**src/rtl/stv_packet_arbiter_pkg.sv**
```systemverilog
// Shared types and helpers for the packet arbiter and its round-robin picker.
package stv_pkt_arb_pkg;

    typedef enum logic {
        IDLE   = 1'b0,
        LOCKED = 1'b1
    } pkt_arb_state_e;

    // Width of a source index; a single requester still gets one bit.
    function automatic int src_width(input int n);
        return (n > 1) ? $clog2(n) : 1;
    endfunction

endpackage

```
**src/rtl/stv_packet_arbiter_pick.sv**
```systemverilog
// Masked round-robin pick: first valid requester at/above the mask boundary,
// else the lowest-index valid requester. Pure combinational.
module stv_pkt_arb_pick
    import stv_pkt_arb_pkg::*;
#(
    parameter int INPUTS = 4,
    localparam int SRC_W = src_width(INPUTS)
) (
    input  logic [INPUTS-1:0] in_valid,
    input  logic [INPUTS-1:0] prio_mask,
    output logic              any_valid,
    output logic [INPUTS-1:0] grant_oh,
    output logic [SRC_W-1:0]  grant_idx
);

    logic [INPUTS-1:0] masked;
    logic              found;

    assign any_valid = |in_valid;

    always_comb begin
        masked    = in_valid & prio_mask;
        grant_oh  = '0;
        grant_idx = '0;
        found     = 1'b0;
        for (int i = 0; i < INPUTS; i++) begin
            if (!found && masked[i]) begin
                grant_oh[i] = 1'b1;
                grant_idx   = SRC_W'(i);
                found       = 1'b1;
            end
        end
        // Nothing above the boundary: wrap to the lowest-index requester.
        for (int i = 0; i < INPUTS; i++) begin
            if (!found && in_valid[i]) begin
                grant_oh[i] = 1'b1;
                grant_idx   = SRC_W'(i);
                found       = 1'b1;
            end
        end
    end

endmodule

```
**src/rtl/stv_packet_arbiter.sv**
```systemverilog
// Packet-granular round-robin arbiter over valid/ready streams with a
// registered output slice. One arbitration bubble per packet.
module stv_packet_arbiter
    import stv_pkt_arb_pkg::*;
#(
    parameter int INPUTS = 4,
    parameter int DATA_W = 32,
    localparam int SRC_W = src_width(INPUTS)
) (
    input  logic                     clk,
    input  logic                     arst,
    input  logic [INPUTS-1:0]        in_valid,
    output logic [INPUTS-1:0]        in_ready,
    input  logic [INPUTS*DATA_W-1:0] in_data,
    input  logic [INPUTS-1:0]        in_last,
    output logic                     out_valid,
    input  logic                     out_ready,
    output logic [DATA_W-1:0]        out_data,
    output logic                     out_last,
    output logic [SRC_W-1:0]         out_src,
    output logic                     busy
);

    pkt_arb_state_e    state_q, state_d;
    logic [SRC_W-1:0]  cur_q, cur_d;
    logic [INPUTS-1:0] cur_oh_q, cur_oh_d;
    logic [INPUTS-1:0] prio_mask_q, prio_mask_d;

    logic              out_valid_q, out_valid_d;
    logic [DATA_W-1:0] out_data_q, out_data_d;
    logic              out_last_q, out_last_d;
    logic [SRC_W-1:0]  out_src_q, out_src_d;

    logic              any_valid;
    logic [INPUTS-1:0] grant_oh;
    logic [SRC_W-1:0]  grant_idx;

    logic              sel_valid;
    logic              sel_last;
    logic [DATA_W-1:0] sel_data;
    logic              slot_free;
    logic              in_xfer;

    stv_pkt_arb_pick #(
        .INPUTS (INPUTS)
    ) u_pick (
        .in_valid  (in_valid),
        .prio_mask (prio_mask_q),
        .any_valid (any_valid),
        .grant_oh  (grant_oh),
        .grant_idx (grant_idx)
    );

    // AND-OR mux on the one-hot owner so unselected inputs (even X) drop out.
    always_comb begin
        sel_data = '0;
        for (int i = 0; i < INPUTS; i++) begin
            sel_data = sel_data | (in_data[i*DATA_W +: DATA_W] & {DATA_W{cur_oh_q[i]}});
        end
        sel_valid = |(in_valid & cur_oh_q);
        sel_last  = |(in_last & cur_oh_q);
    end

    assign slot_free = !out_valid_q || out_ready;
    assign in_xfer   = (state_q == LOCKED) && sel_valid && slot_free;

    always_comb begin
        state_d     = state_q;
        cur_d       = cur_q;
        cur_oh_d    = cur_oh_q;
        prio_mask_d = prio_mask_q;
        in_ready    = '0;
        case (state_q)
            IDLE: begin
                if (any_valid) begin
                    state_d  = LOCKED;
                    cur_d    = grant_idx;
                    cur_oh_d = grant_oh;
                end
            end
            LOCKED: begin
                in_ready = cur_oh_q & {INPUTS{slot_free}};
                if (in_xfer && sel_last) begin
                    state_d = IDLE;
                    // Everything above the finished owner gets first claim next.
                    for (int i = 0; i < INPUTS; i++) begin
                        prio_mask_d[i] = (SRC_W'(i) > cur_q);
                    end
                end
            end
            default: state_d = IDLE;
        endcase
    end

    always_comb begin
        out_valid_d = out_valid_q;
        out_data_d  = out_data_q;
        out_last_d  = out_last_q;
        out_src_d   = out_src_q;
        if (in_xfer) begin
            out_valid_d = 1'b1;
            out_data_d  = sel_data;
            out_last_d  = sel_last;
            out_src_d   = cur_q;
        end else if (out_ready) begin
            out_valid_d = 1'b0;
        end
    end

    always_ff @(posedge clk or posedge arst) begin
        if (arst) begin
            state_q     <= IDLE;
            cur_q       <= '0;
            cur_oh_q    <= '0;
            prio_mask_q <= '0;
            out_valid_q <= 1'b0;
            out_data_q  <= '0;
            out_last_q  <= 1'b0;
            out_src_q   <= '0;
        end else begin
            state_q     <= state_d;
            cur_q       <= cur_d;
            cur_oh_q    <= cur_oh_d;
            prio_mask_q <= prio_mask_d;
            out_valid_q <= out_valid_d;
            out_data_q  <= out_data_d;
            out_last_q  <= out_last_d;
            out_src_q   <= out_src_d;
        end
    end

    assign out_valid = out_valid_q;
    assign out_data  = out_data_q;
    assign out_last  = out_last_q;
    assign out_src   = out_src_q;
    assign busy      = (state_q == LOCKED);

endmodule

```
**config.mk**
```make
export PLATFORM = sky130hd
export DESIGN_NAME = stv_packet_arbiter
export DESIGN_NICKNAME = d
export VERILOG_FILES = /design/src/rtl/stv_packet_arbiter_pkg.sv /design/src/rtl/stv_packet_arbiter_pick.sv /design/src/rtl/stv_packet_arbiter.sv
export SDC_FILE = /design/constraint.sdc
export NUM_CORES = 1
export LEC_CHECK = 0
export BUFFER_PORTS_ARGS = -buffer_cell sky130_fd_sc_hd__buf_2
export CORE_ASPECT_RATIO = 0.6
export CORE_UTILIZATION = 38
export CTS_BUF_LIST = sky130_fd_sc_hd__clkbuf_4
export CTS_CLUSTER_DIAMETER = 150
export DETAILED_ROUTE_END_ITERATION = 7
export MAX_ROUTING_LAYER = met4
export PLACE_DENSITY = 0.78
export SLEW_MARGIN = 40
export SYNTH_ARGS = -nofsm -noshare
export SYNTH_HDL_FRONTEND = slang
export SYNTH_SLANG_ARGS = --single-unit
```
**constraint.sdc**
```tcl
create_clock -name clk -period 1.41 [get_ports clk]
set_input_delay 0.141 -clock clk [delete_from_list [all_inputs] [get_ports clk]]
set_output_delay 0.141 -clock clk [all_outputs]
set_load 0.02 [all_outputs]
```
; ---- Word level (Yosys, flattened, before mapping)
; Index checks and enable logic that the tools add are counted.
[classes]
magnitude_cmp = 4
muxes = 27
bitwise = 12
n_reduce_logical = 25
[op_table]
columns = cell, count
row1 = AND 32 bit, 4
row2 = bitwise OR 32 bit, 3
row3 = 2-to-1 mux 1 bit, 19
row4 = AND 4 bit, 4
row5 = 2-to-1 mux 2 bit, 6
row6 = OR reduction 4 bit, 3
row7 = logical AND 1 bit, 10
row8 = zero test 1 bit, 8
row9 = greater-than comparator 1 x 2 -> 1 bit (first input constant), 2
row10 = greater-than comparator 2 bit (first input constant), 2
row11 = 2-to-1 mux 4 bit, 1
row12 = AND reduction 2 bit, 2
row13 = one-hot mux 1 bit (2 select lines), 1
row14 = nonzero test 2 bit, 1
row15 = logical OR 1 bit, 1
row16 = inverter 1 bit, 1
[totals]
reg_bits = 47
word_cells = 76

; ---- Depth between registers and ports, before layout
; Gate-level depths: netlist (run 1).
[logic_depth]
word_depth = 23
ltp_mapped = 7
depth_no_buf = 4

; ---- Hierarchy
; From an unflattened synthesis (run 1), not the netlist that was laid out.
[unflattened]
cells_unflattened = 258
area_unflattened_um2 = 2531.2
[by_module_without_submodules]
columns = mod, cells_each, seq_area_each_um2, area_each_um2, instances
row1 = stv_packet_arbiter, 231, 1151.1, 2377.3, 1
row2 = stv_pkt_arb_pick, 27, 0.0, 153.9, 1

; ---- Worst setup path before layout (run 1)
; OpenSTA, ideal clock, no wires.
[synth_path]
kind = register to register
startpoint = register cur_oh_q[0]
endpoint = register prio_mask_q[1]
setup_time_ps = 125
path_stages_with_launch = 6
required_ps = 1285
t_arrival_ps = 1438
path_slack_ps = -153
path_cell_list = dfrtp_1 > buf_2 > a22o_1 > o211ai_2 > a21o_2 > mux2_2
[synth_via]
elab_chain_len = 6
[synth_lines]
columns = element, line
row1 = start: declaration, stv_packet_arbiter.sv:26  ; logic [INPUTS-1:0] cur_oh_q, cur_oh_d;
row2 = start signal: assignment, stv_packet_arbiter.sv:123  ; cur_oh_q <= cur_oh_d;
row3 = AND 4 bit, stv_packet_arbiter.sv:60  ; sel_valid = |(in_valid & cur_oh_q);
row4 = OR reduction 4 bit, stv_packet_arbiter.sv:60
row5 = logical AND 1 bit (2 in series), stv_packet_arbiter.sv:65  ; assign in_xfer = (state_q == LOCKED) && sel_valid && slot_free;
row6 = logical AND 1 bit *, stv_packet_arbiter.sv:83  ; if (in_xfer && sel_last) begin
row7 = AND reduction 2 bit (no source line) *, n/a
row8 = end signal: assignment, stv_packet_arbiter.sv:124  ; prio_mask_q <= prio_mask_d;
row9 = end: declaration, stv_packet_arbiter.sv:27  ; logic [INPUTS-1:0] prio_mask_q, prio_mask_d;
; Mark *: on every way between the ends. The rest lies on a longest branch, timed or not.
; A chain may end at the register's enable or synchronous reset.

; ---- Worst setup path in the final report (run 1)
[layout_path]
startpoint = register cur_oh_q[3]
endpoint = register prio_mask_q[1]
; The elaborated chain is that of the path after synthesis.

==> flow_summary_export.csv, run 1 <==
group,metric,value,unit
run_status,status,"finished with violations",
run_status,violations,"negative setup slack",
clock_tree,cts.sinks,46,
sta,fin_skew,18.3,ps
sta,setup_viol,40,
global_routing,grt_max_degree,47,
setup_path,r2r_slack,-110,ps
power_and_ir_drop,ir_drop,0.887,mV
sta,finalCritPeriodShare,108,%
floorplan,initial_core_util,39.6,%
final_layout,fin_nets,572,
sta,finalWorstSetupSlack,-115,ps
synthesis,yosys_warnings,0,
synthesis,yosys.area.top_type_share,47.1,%
clock_tree,clockBufferDepth,2,
final_layout,n_fill_cell,553,
routing,vias,2736,
routing,drt-vias-per-instance,5.30,
setup_path,cp_max_fo,4,
min_path,hp-class,"in2reg",
global_routing,grtUsageTotal,23.9,%
setup_path,path_class,"reg2reg",
floorplan,dieArea,6770,um^2
synthesis,ys_types,26,
floorplan,io-pin-count,180,
setup_path,arrival,1770,ps
synthesis,syn_area,2440,um^2
synthesis,synth_area_per_cell,9.85,um^2
final_layout,drive_above_1_share,50.7,%
sta,slew_viol_final,0,
synthesis,synth_top_cell_by_area,"dfrtp_1",
run,maxCapViolCount,0,
routing,routed_wl,8060,um
setup_path,crit_path_start_kind,"register",
clock_tree,clock_latency,350,ps
synthesis,synth.area.top_cells,"dfrtp_1 47%, a22o_1 13%, a221oi_1 12%",
setup_path,ff2ff_path_depth,4,
clock_tree,cts_made_buffers,5,
setup_path,r2r_end,"prio_mask_q[1]",
min_path,holdPathEnd,"out_data[4]",
global_routing,grt_pass1_vias,2503,
setup_path,worstReg2RegStart,"cur_oh_q[3]",
final_layout,multi_input_area,1210,um^2
sta,final-hold-violation-count,0,
sta,max_slew_margin,76.2,%
routing,drt_iter0_drc,120,
setup_path,end_kind,"register",
sta,rsz0062_at_grt,"yes",
placement,dpl.hpwl,6200,um
floorplan,core,6170,um^2
placement,place_congestion,0.899,
synthesis,ys_seq_area_share,47.1,%
min_path,min_delay_path_depth,3,
synthesis,ys_seq_elements,46,
floorplan,die_w,106,um
final_layout,area_growth,50.8,%
routing,ant_nets,0,
power_and_ir_drop,power.density,2140,nW/um^2
sta,fmax,0.656,GHz
clock_tree,cts-root-buf,"clkbuf_4",
placement,io_buffers,179,
min_path,worstHoldStart,"in_data[100]",
sta,period_minus_slack,1520,ps
power_and_ir_drop,p_leak,1.90,nW
synthesis,synthCells,248,
final_layout,final_core_util,59.8,%
final_layout,n_antenna_cell,0,
routing,drc_errors,0,
final_layout,seqCellArea,1150,um^2
routing,wl_per_cell,15.6,um
global_routing,grt_remaining_overflow,0,
setup_path,crit_required,1660,ps
global_routing,grt_pass1_wl,12200,um
floorplan,die_y,64.1,um
clock_tree,htree_levels,2,
sta,worst_pin_slew,357,ps
clock_tree,cts_tree,"done",
synthesis,synthesis.nets,387,
floorplan,row_count,22,
clock_tree,clkTransAtPathRegs,130,ps
global_routing,antenna_found_initial,0,
power_and_ir_drop,finalPower,0.00790,W
routing,first_pass_iters,5,
-- sequential cells by signal, indices dropped and copies added, names as in the netlist --
name	count
out_data	32
cur_oh_q	4
prio_mask_q	3
cur_q	2
out_src	2
busy	1
out_last	1
out_valid	1
-- synth_stat cells --
| library cell | number |
|---|---|
| a21o_1 | 1 |
| a21o_2 | 1 |
| a21oi_1 | 4 |
| a221oi_1 | 33 |
| a22o_1 | 35 |
| a22oi_1 | 2 |
| and3_1 | 4 |
| buf_1 | 2 |
| buf_2 | 5 |
| buf_6 | 4 |
| clkbuf_1 | 11 |
| clkbuf_2 | 2 |
| dfrtp_1 | 46 |
| inv_1 | 2 |
| mux2_2 | 4 |
| mux2i_1 | 1 |
| nand2_1 | 39 |
| nand2b_1 | 1 |
| nor2_1 | 6 |
| nor4_2 | 1 |
| o211ai_1 | 1 |
| o211ai_2 | 1 |
| o21ai_0 | 31 |
| o21ai_1 | 7 |
| o31ai_1 | 3 |
| o41ai_1 | 1 |
-- worst max-delay path, cell delays in order, from the launching register on --
cell	delay, ps
dfrtp_1	440
a22o_1	250
o211ai_4	270
a21o_4	160
mux2_4	300
-- cell usage in the layout (no fill, tap or decap), types with 3 or more instances in the layout --
master	instances
dfrtp_1	46
o21ai_0	9
o21ai_1	29
a21oi_1	4
clkbuf_4	5
o31ai_1	3
nor2_1	6
a22o_1	35
mux2_4	4
nand2_1	39
buf_4	11
and3_4	4
buf_6	10
buf_2	175
buf_12	3
a221oi_1	33
-- how the worst max path moves through the flow --
stage | slack, ps | start | cells after the start | endpoint
6_report | -110 | cur_oh_q[3] | 4 | prio_mask_q[1]
2_1_floorplan | -150 | cur_oh_q[2] | 5 | prio_mask_q[1]
3_5_place_dp | -110 | cur_oh_q[2] | 4 | out_data[5]
5_1_grt | -170 | cur_oh_q[3] | 5 | out_data[22]
4_1_cts | -90 | cur_oh_q[0] | 4 | prio_mask_q[1]
3_3_place_gp | -30 | cur_oh_q[2] | 4 | prio_mask_q[1]
-- metrics by stage --
| stage | area [um^2] | TNS (ps) | worst slack, ps | hold WS, ps | cells |
|---|---|---|---|---|---|
| after global routing | 3690 | -5130 | -169 | 56.1 | 516 |
| after global placement | 3510 | -503 | -29.2 | 198 | 506 |
| after detailed placement | 3510 | -2390 | -112 | 193 | 506 |
| after floorplan | 2460 | -1200 | -146 | 272 | 248 |
| final | 3690 | -1970 | -115 | 70.2 | 516 |
| after CTS | 3620 | -1480 | -89.6 | 56.8 | 516 |
-- routing by layer --
layer	vias up	wire [um]	global-route usage [%]
li1	1333	-	-
met1	1275	3730	31.9
met2	120	3720	38.4
met3	8	524	4.59
met4	0	78	4.86
met5	-	0	-
-- cells by family (layout without fill, tap and decap cells) --
kind of cell           Yosys count  after routing  synth area share, %
AO/OA/AOI/OAI                  120            120                 36.4
AND/OR/NAND/NOR                 51             51                 8.70
multiplexers                     5              5                 2.25
flip-flops                      46             46                 47.1
buffers and inverters           26            210                 5.58
-- cell type report --
type / count / share of cell area, %
Clock buffer: 5 / 1.02
Multi-Input combinational cell: 176 / 32.8
Sequential cell: 46 / 31.2
Tap cell: 84 / 2.85
Inverter: 2 / 0.204
Clock inverter: 1 / 0.102
Timing Repair Buffer: 202 / 31.8
-- power by group --
| group | internal, W | switching [W] |
|---|---|---|
| Clock | 0.000171 | 0.000379 |
| Combinational | 0.00219 | 0.00278 |
| Sequential | 0.00196 | 0.000422 |
-- timing repair --
| item | 4_1_cts | 5_1_grt |
|---|---|---|
| buffers inserted | 3 | 0 |
| gates cloned | 0 | 0 |
| pin swaps | 1 | 3 |
| setup endpoints to repair | 43 | 43 |
| resized for setup | 7 | 17 |
| hold buffers | 1 | 0 |
| endpoints found under the hold margin | 46 | 0 |
Note: power is estimated with default switching activity, not from simulation.
==> run 2: changes to the inputs <==
--- a/config.mk
+++ b/config.mk
@@ -13,6 +13,7 @@
 export DETAILED_ROUTE_END_ITERATION = 7
 export MAX_ROUTING_LAYER = met4
 export PLACE_DENSITY = 0.78
+export SKIP_LAST_GASP = 1
 export SLEW_MARGIN = 40
 export SYNTH_ARGS = -nofsm -noshare
 export SYNTH_HDL_FRONTEND = slang
==> flow_summary_export.csv, run 2 (synthesis gave the netlist of run 1 again) <==
group,metric,value,unit
routing,vias,2739,
routing,drt_iter0_drc,122,
floorplan,dieArea,6770,um^2
sta,finalWorstSetupSlack,-115,ps
sta,worst_pin_slew,347,ps
clock_tree,cts_tree,"done",
global_routing,grt_max_degree,47,
placement,dpl.hpwl,6200,um
routing,routed_wl,8010,um
floorplan,row_count,22,
global_routing,grt_pass1_vias,2500,
power_and_ir_drop,power_frac_clock,6.9,%
global_routing,grt_pass1_wl,12200,um
routing,wl_per_cell,15.5,um
run_status,violations,"negative setup slack",
placement,postPlaceCellArea,3510,um^2
final_layout,largest_reg_flops,32,
floorplan,die_w,106,um
run,maxCapViolCount,0,
sta,fin_skew,16.0,ps
final_layout,drive_above_1_share,50.5,%
final_layout,area_growth,50.4,%
final_layout,n_antenna_cell,0,
floorplan,die_y,64.1,um
power_and_ir_drop,p_comb_share,62.8,%
routing,first_pass_iters,4,
placement,dp.cells,506,
placement,io_buffers,179,
power_and_ir_drop,p_int,0.00430,W
final_layout,final_common_cell,"buf_2",
sta,finalCritPeriodShare,108,%
routing,drc_errors,0,
sta,setup_viol,40,
setup_path,crit_path_start_kind,"register",
floorplan,initial_core_util,39.6,%
sta,setup_tns,-1720,ps
final_layout,layout_common_cells,"176 x buf_2, 46 x dfrtp_1, 39 x nand2_1",
clock_tree,cts.sinks,46,
placement,dp_slack,-112,ps
routing,ant_nets,0,
setup_path,end_kind,"register",
global_routing,grtUsageTotal,23.9,%
clock_tree,clockBufferDepth,2,
global_routing,antenna_found_initial,0,
power_and_ir_drop,p_leak,1.90,nW
setup_path,crit_required,1650,ps
power_and_ir_drop,switching_share,45.3,%
power_and_ir_drop,switchingPower,0.00356,W
power_and_ir_drop,ir_drop,0.842,mV
placement,place_congestion,0.899,
clock_tree,clkTransAtPathRegs,130,ps
routing,drt-vias-per-instance,5.31,
clock_tree,htree_levels,2,
setup_path,cp_max_fo,4,
power_and_ir_drop,power.density,2140,nW/um^2
setup_path,path_class,"reg2reg",
power_and_ir_drop,finalPower,0.00786,W
final_layout,stdcell_area,3670,um^2
clock_tree,cts-root-buf,"clkbuf_4",
global_routing,grt_remaining_overflow,0,
setup_path,arrival,1770,ps
sta,slew_viol_final,0,
sta,final-hold-violation-count,0,
floorplan,io-pin-count,180,
final_layout,fin_nets,572,
run_status,status,"finished with violations",
clock_tree,cts_made_buffers,5,
final_layout,fin_cells,516,
power_and_ir_drop,p_seq_share,30.3,%
sta,period_minus_slack,1520,ps
floorplan,core,6170,um^2
min_path,hp-class,"in2reg",
clock_tree,clock_latency,340,ps
sta,max_slew_margin,76.9,%
sta,fmax,0.656,GHz
sta,rsz0062_at_grt,"yes",
==> run 2: through the flow <==
step,util [%],hold slack (ps)
finish,59.6,73.1
global route,59.6,56.1
CTS,58.7,56.8
detailed placement,56.9,193
global placement,56.9,198
floorplan,-,272
==> run 2: power by group through the flow <==
stage                     Sequential (W)  Clock (W)  Combinational [W]
after floorplan                  0.00292          0            0.00262
after global placement           0.00237          0            0.00452
after detailed placement         0.00239          0            0.00463
after CTS                        0.00237   0.000564            0.00480
after global routing             0.00245   0.000629            0.00537
final                            0.00238   0.000545            0.00494
==> run 2: final timing paths <==
kind                              start              to  slack, ps  cells after the start
min in group asynchronous          arst    out_data[24]        370                      4
min reg2reg                 out_data[6]     out_data[6]        490                      2
max in group asynchronous          arst    out_data[26]        810                      4
max                         cur_oh_q[3]  prio_mask_q[1]       -110                      4
max reg2reg                 cur_oh_q[3]  prio_mask_q[1]       -110                      4
min                        in_data[100]     out_data[4]         70                      3
==> run 2: cell type report <==
cell class              count  area (um^2)
flip-flops and latches     46         1150
multi-input cells         176         1200
inverters                   2         7.51
clock inverters             1         3.75
fillers                   548         2490
well taps                  84          105
clock buffers               5         37.5
repair buffers            202         1160
==> run 2: worst max-delay path, stage by stage (launching register included) <==
cell and delay (ps):
dfrtp_1 440, a22o_1 250, o211ai_4 270, a21o_4 160
mux2_4 300
==> run 2: per-layer routing <==
| metal | global-route usage, % | part of all wire [%] | vias to the layer above | wire [um] |
|---|---|---|---|---|
| li1 | - | - | 1334 | - |
| met1 | 31.7 | 46 | 1278 | 3670 |
| met2 | 38.4 | 46 | 121 | 3720 |
| met3 | 4.59 | 7.1 | 6 | 568 |
| met4 | 4.86 | 0.69 | 0 | 55 |
| met5 | - | 0 | - | 0 |
==> run 2: timing repair <==
| item | in CTS | in global routing |
|---|---|---|
| endpoints found under the setup margin | 43 | 43 |
| gates resized for setup | 6 | 15 |
| hold endpoints to repair | 46 | 0 |
| pin swaps | 1 | 3 |
| buffers inserted | 3 | 0 |
| hold buffers | 1 | 0 |
| cloned | 0 | 0 |
==> run 3: changes to the inputs <==
--- a/config.mk
+++ b/config.mk
@@ -5,7 +5,7 @@
 export SDC_FILE = /design/constraint.sdc
 export NUM_CORES = 1
 export LEC_CHECK = 0
-export BUFFER_PORTS_ARGS = -buffer_cell sky130_fd_sc_hd__buf_2
+export BUFFER_PORTS_ARGS = -buffer_cell sky130_fd_sc_hd__clkbuf_2
 export CORE_ASPECT_RATIO = 0.6
 export CORE_UTILIZATION = 38
 export CTS_BUF_LIST = sky130_fd_sc_hd__clkbuf_4
==> flow_summary_export.csv, run 3 (synthesis gave the netlist of run 1 again) <==
group,metric,value,unit
global_routing,grtUsageTotal,25.3,%
setup_path,cp_max_fo,5,
final_layout,n_fill_cell,549,
placement,postPlaceCellArea,3530,um^2
run_status,violations,"negative setup slack",
routing,vias,2887,
floorplan,initial_core_util,39.6,%
sta,fmax,0.658,GHz
clock_tree,cts-root-buf,"clkbuf_4",
sta,slew_viol_final,0,
sta,setup_viol,42,
run,maxCapViolCount,0,
setup_path,path_delay_family,"compound AO/OA/AOI/OAI gates",
sta,fin_skew,13.1,ps
sta,finalWorstSetupSlack,-110,ps
floorplan,io-pin-count,180,
clock_tree,clock_latency,360,ps
global_routing,grt_use_met1,34.1,%
floorplan,core,6170,um^2
setup_path,r2r_end,"out_src[0]",
placement,io_buffers,179,
min_path,holdPathEnd,"out_data[14]",
floorplan,row_count,22,
setup_path,r2r_slack,-110,ps
final_layout,multi_input_area,1250,um^2
floorplan,dieArea,6770,um^2
setup_path,crit_required,1670,ps
sta,worst_pin_slew,421,ps
clock_tree,cts_tree,"done",
run_status,status,"finished with violations",
global_routing,grt_remaining_overflow,0,
floorplan,die_w,106,um
setup_path,path_class,"reg2reg",
setup_path,crit_path_start_kind,"register",
sta,setup_tns,-2430,ps
floorplan,die_y,64.1,um
routing,ant_nets,0,
global_routing,grt_pass1_wl,13000,um
placement,place_congestion,0.910,
final_layout,largest_reg_flops,32,
sta,rsz0062_at_grt,"yes",
setup_path,arrival,1780,ps
final_layout,stdcell_area,3920,um^2
power_and_ir_drop,ir_drop,0.922,mV
sta,final-hold-violation-count,0,
final_layout,final_common_cell,"clkbuf_2",
clock_tree,cts.sinks,46,
final_layout,n_antenna_cell,0,
setup_path,max_stage_delay,460,ps
clock_tree,clockBufferDepth,2,
sta,finalCritPeriodShare,108,%
routing,drc_errors,0,
clock_tree,cts_made_buffers,5,
clock_tree,htree_levels,2,
global_routing,grt_pass1_vias,2635,
routing,drt_iter0_drc,191,
final_layout,area_growth,60.4,%
setup_path,worstReg2RegStart,"cur_oh_q[2]",
final_layout,layout_common_cells,"176 x clkbuf_2, 45 x dfrtp_1, 35 x a22o_1",
routing,drt-vias-per-instance,5.46,
global_routing,grt_max_degree,32,
final_layout,fin_nets,583,
sta,period_minus_slack,1520,ps
setup_path,ff2ff_path_depth,4,
power_and_ir_drop,power.density,2260,nW/um^2
final_layout,drive_above_1_share,54.8,%
global_routing,met3_usage,4.90,%
final_layout,seqCellArea,1150,um^2
global_routing,busiest_layer,"met2",
sta,max_slew_margin,71.9,%
setup_path,slowest_stage,"dfrtp_2",
min_path,hp-class,"in2reg",
clock_tree,clkTransAtPathRegs,140,ps
routing,wl_per_cell,16.3,um
min_path,worstHoldStart,"in_data[110]",
setup_path,cp_cell_sequence,"a22o_1 > o211ai_4 > buf_4 > mux2_4",
min_path,min_delay_path_depth,3,
routing,first_pass_iters,5,
placement,dpl.hpwl,6550,um
routing,routed_wl,8630,um
global_routing,antenna_found_initial,0,
setup_path,end_kind,"register",
setup_path,crit_buf_inv,1,
global_routing,use_met2,40.0,%
power_and_ir_drop,p_leak,2.05,nW
## run 3: cell types whose count changed in the layout (fill, tap and decap cells not counted), moves of 2 or more
cell,before,now
nand2_2,0,3
buf_12,3,5
clkbuf_16,0,3
o21ai_2,0,5
clkbuf_2,0,176
buf_2,176,0
buf_4,11,17
nand2_4,0,2
nand2_1,39,34
clkinv_2,0,2
o21ai_1,29,24
## run 3: how the worst max path moves through the flow
stage               slack, ps             end   startpoint  cells past startpoint
floorplan                -150  prio_mask_q[1]  cur_oh_q[2]                      5
global route             -160      out_src[0]  cur_oh_q[2]                      4
finish                   -110      out_src[0]  cur_oh_q[2]                      4
global placement          -50     out_data[7]  cur_oh_q[2]                      4
detailed placement        -90     out_data[5]  cur_oh_q[2]                      4
CTS                       -90     in_ready[1]  cur_oh_q[1]                      3
## run 3: area by class of cell
type | instances | share of cell area (%)
inverter | 2 | 0.192
clock inverter | 3 | 1.02
tap | 84 | 2.68
sequential | 46 | 29.4
timing repair buffer | 213 | 33.8
multi-input combinational | 176 | 32.0
clock buffer | 5 | 0.958
## run 3: worst register-to-register path: stages (launching register included)
cell	delay [ps]
dfrtp_2	460
a22o_1	260
o211ai_4	240
buf_4	170
mux2_4	290
## run 3: power breakdown
part           switching, W  internal, W  total, W
logic               0.00300      0.00262   0.00562
registers          0.000483      0.00196   0.00244
clock network      0.000416     0.000368  0.000784
## run 3: per-stage QoR
step	power (W)	worst slack, ps	hold WS [ps]	utilization (%)	cells
final	0.00885	-110	55.5	63.6	529
after floorplan	0.00553	-146	272	-	248
after global routing	0.00948	-163	39.5	63.6	529
after CTS	0.00815	-93.3	48.3	60.1	521
after detailed placement	0.00712	-89.9	152	57.2	509
after global placement	0.00699	-51.6	142	57.2	509
## run 3: metal layers
layer  up-vias  routed length [um]
li1       1366                   -
met1      1386                3840
met2       128                4090
met3         7                 652
met4         0                  57
met5         -                   0
## run 3: what timing repair did
action | 4_1_cts | 5_1_grt
gates resized for setup | 17 | 29
setup endpoints to repair | 39 | 42
hold buffers | 1 | 0
pin swaps | 5 | 7
setup buffers | 3 | 6
gates cloned | 0 | 3
hold endpoints to repair | 18 | 0
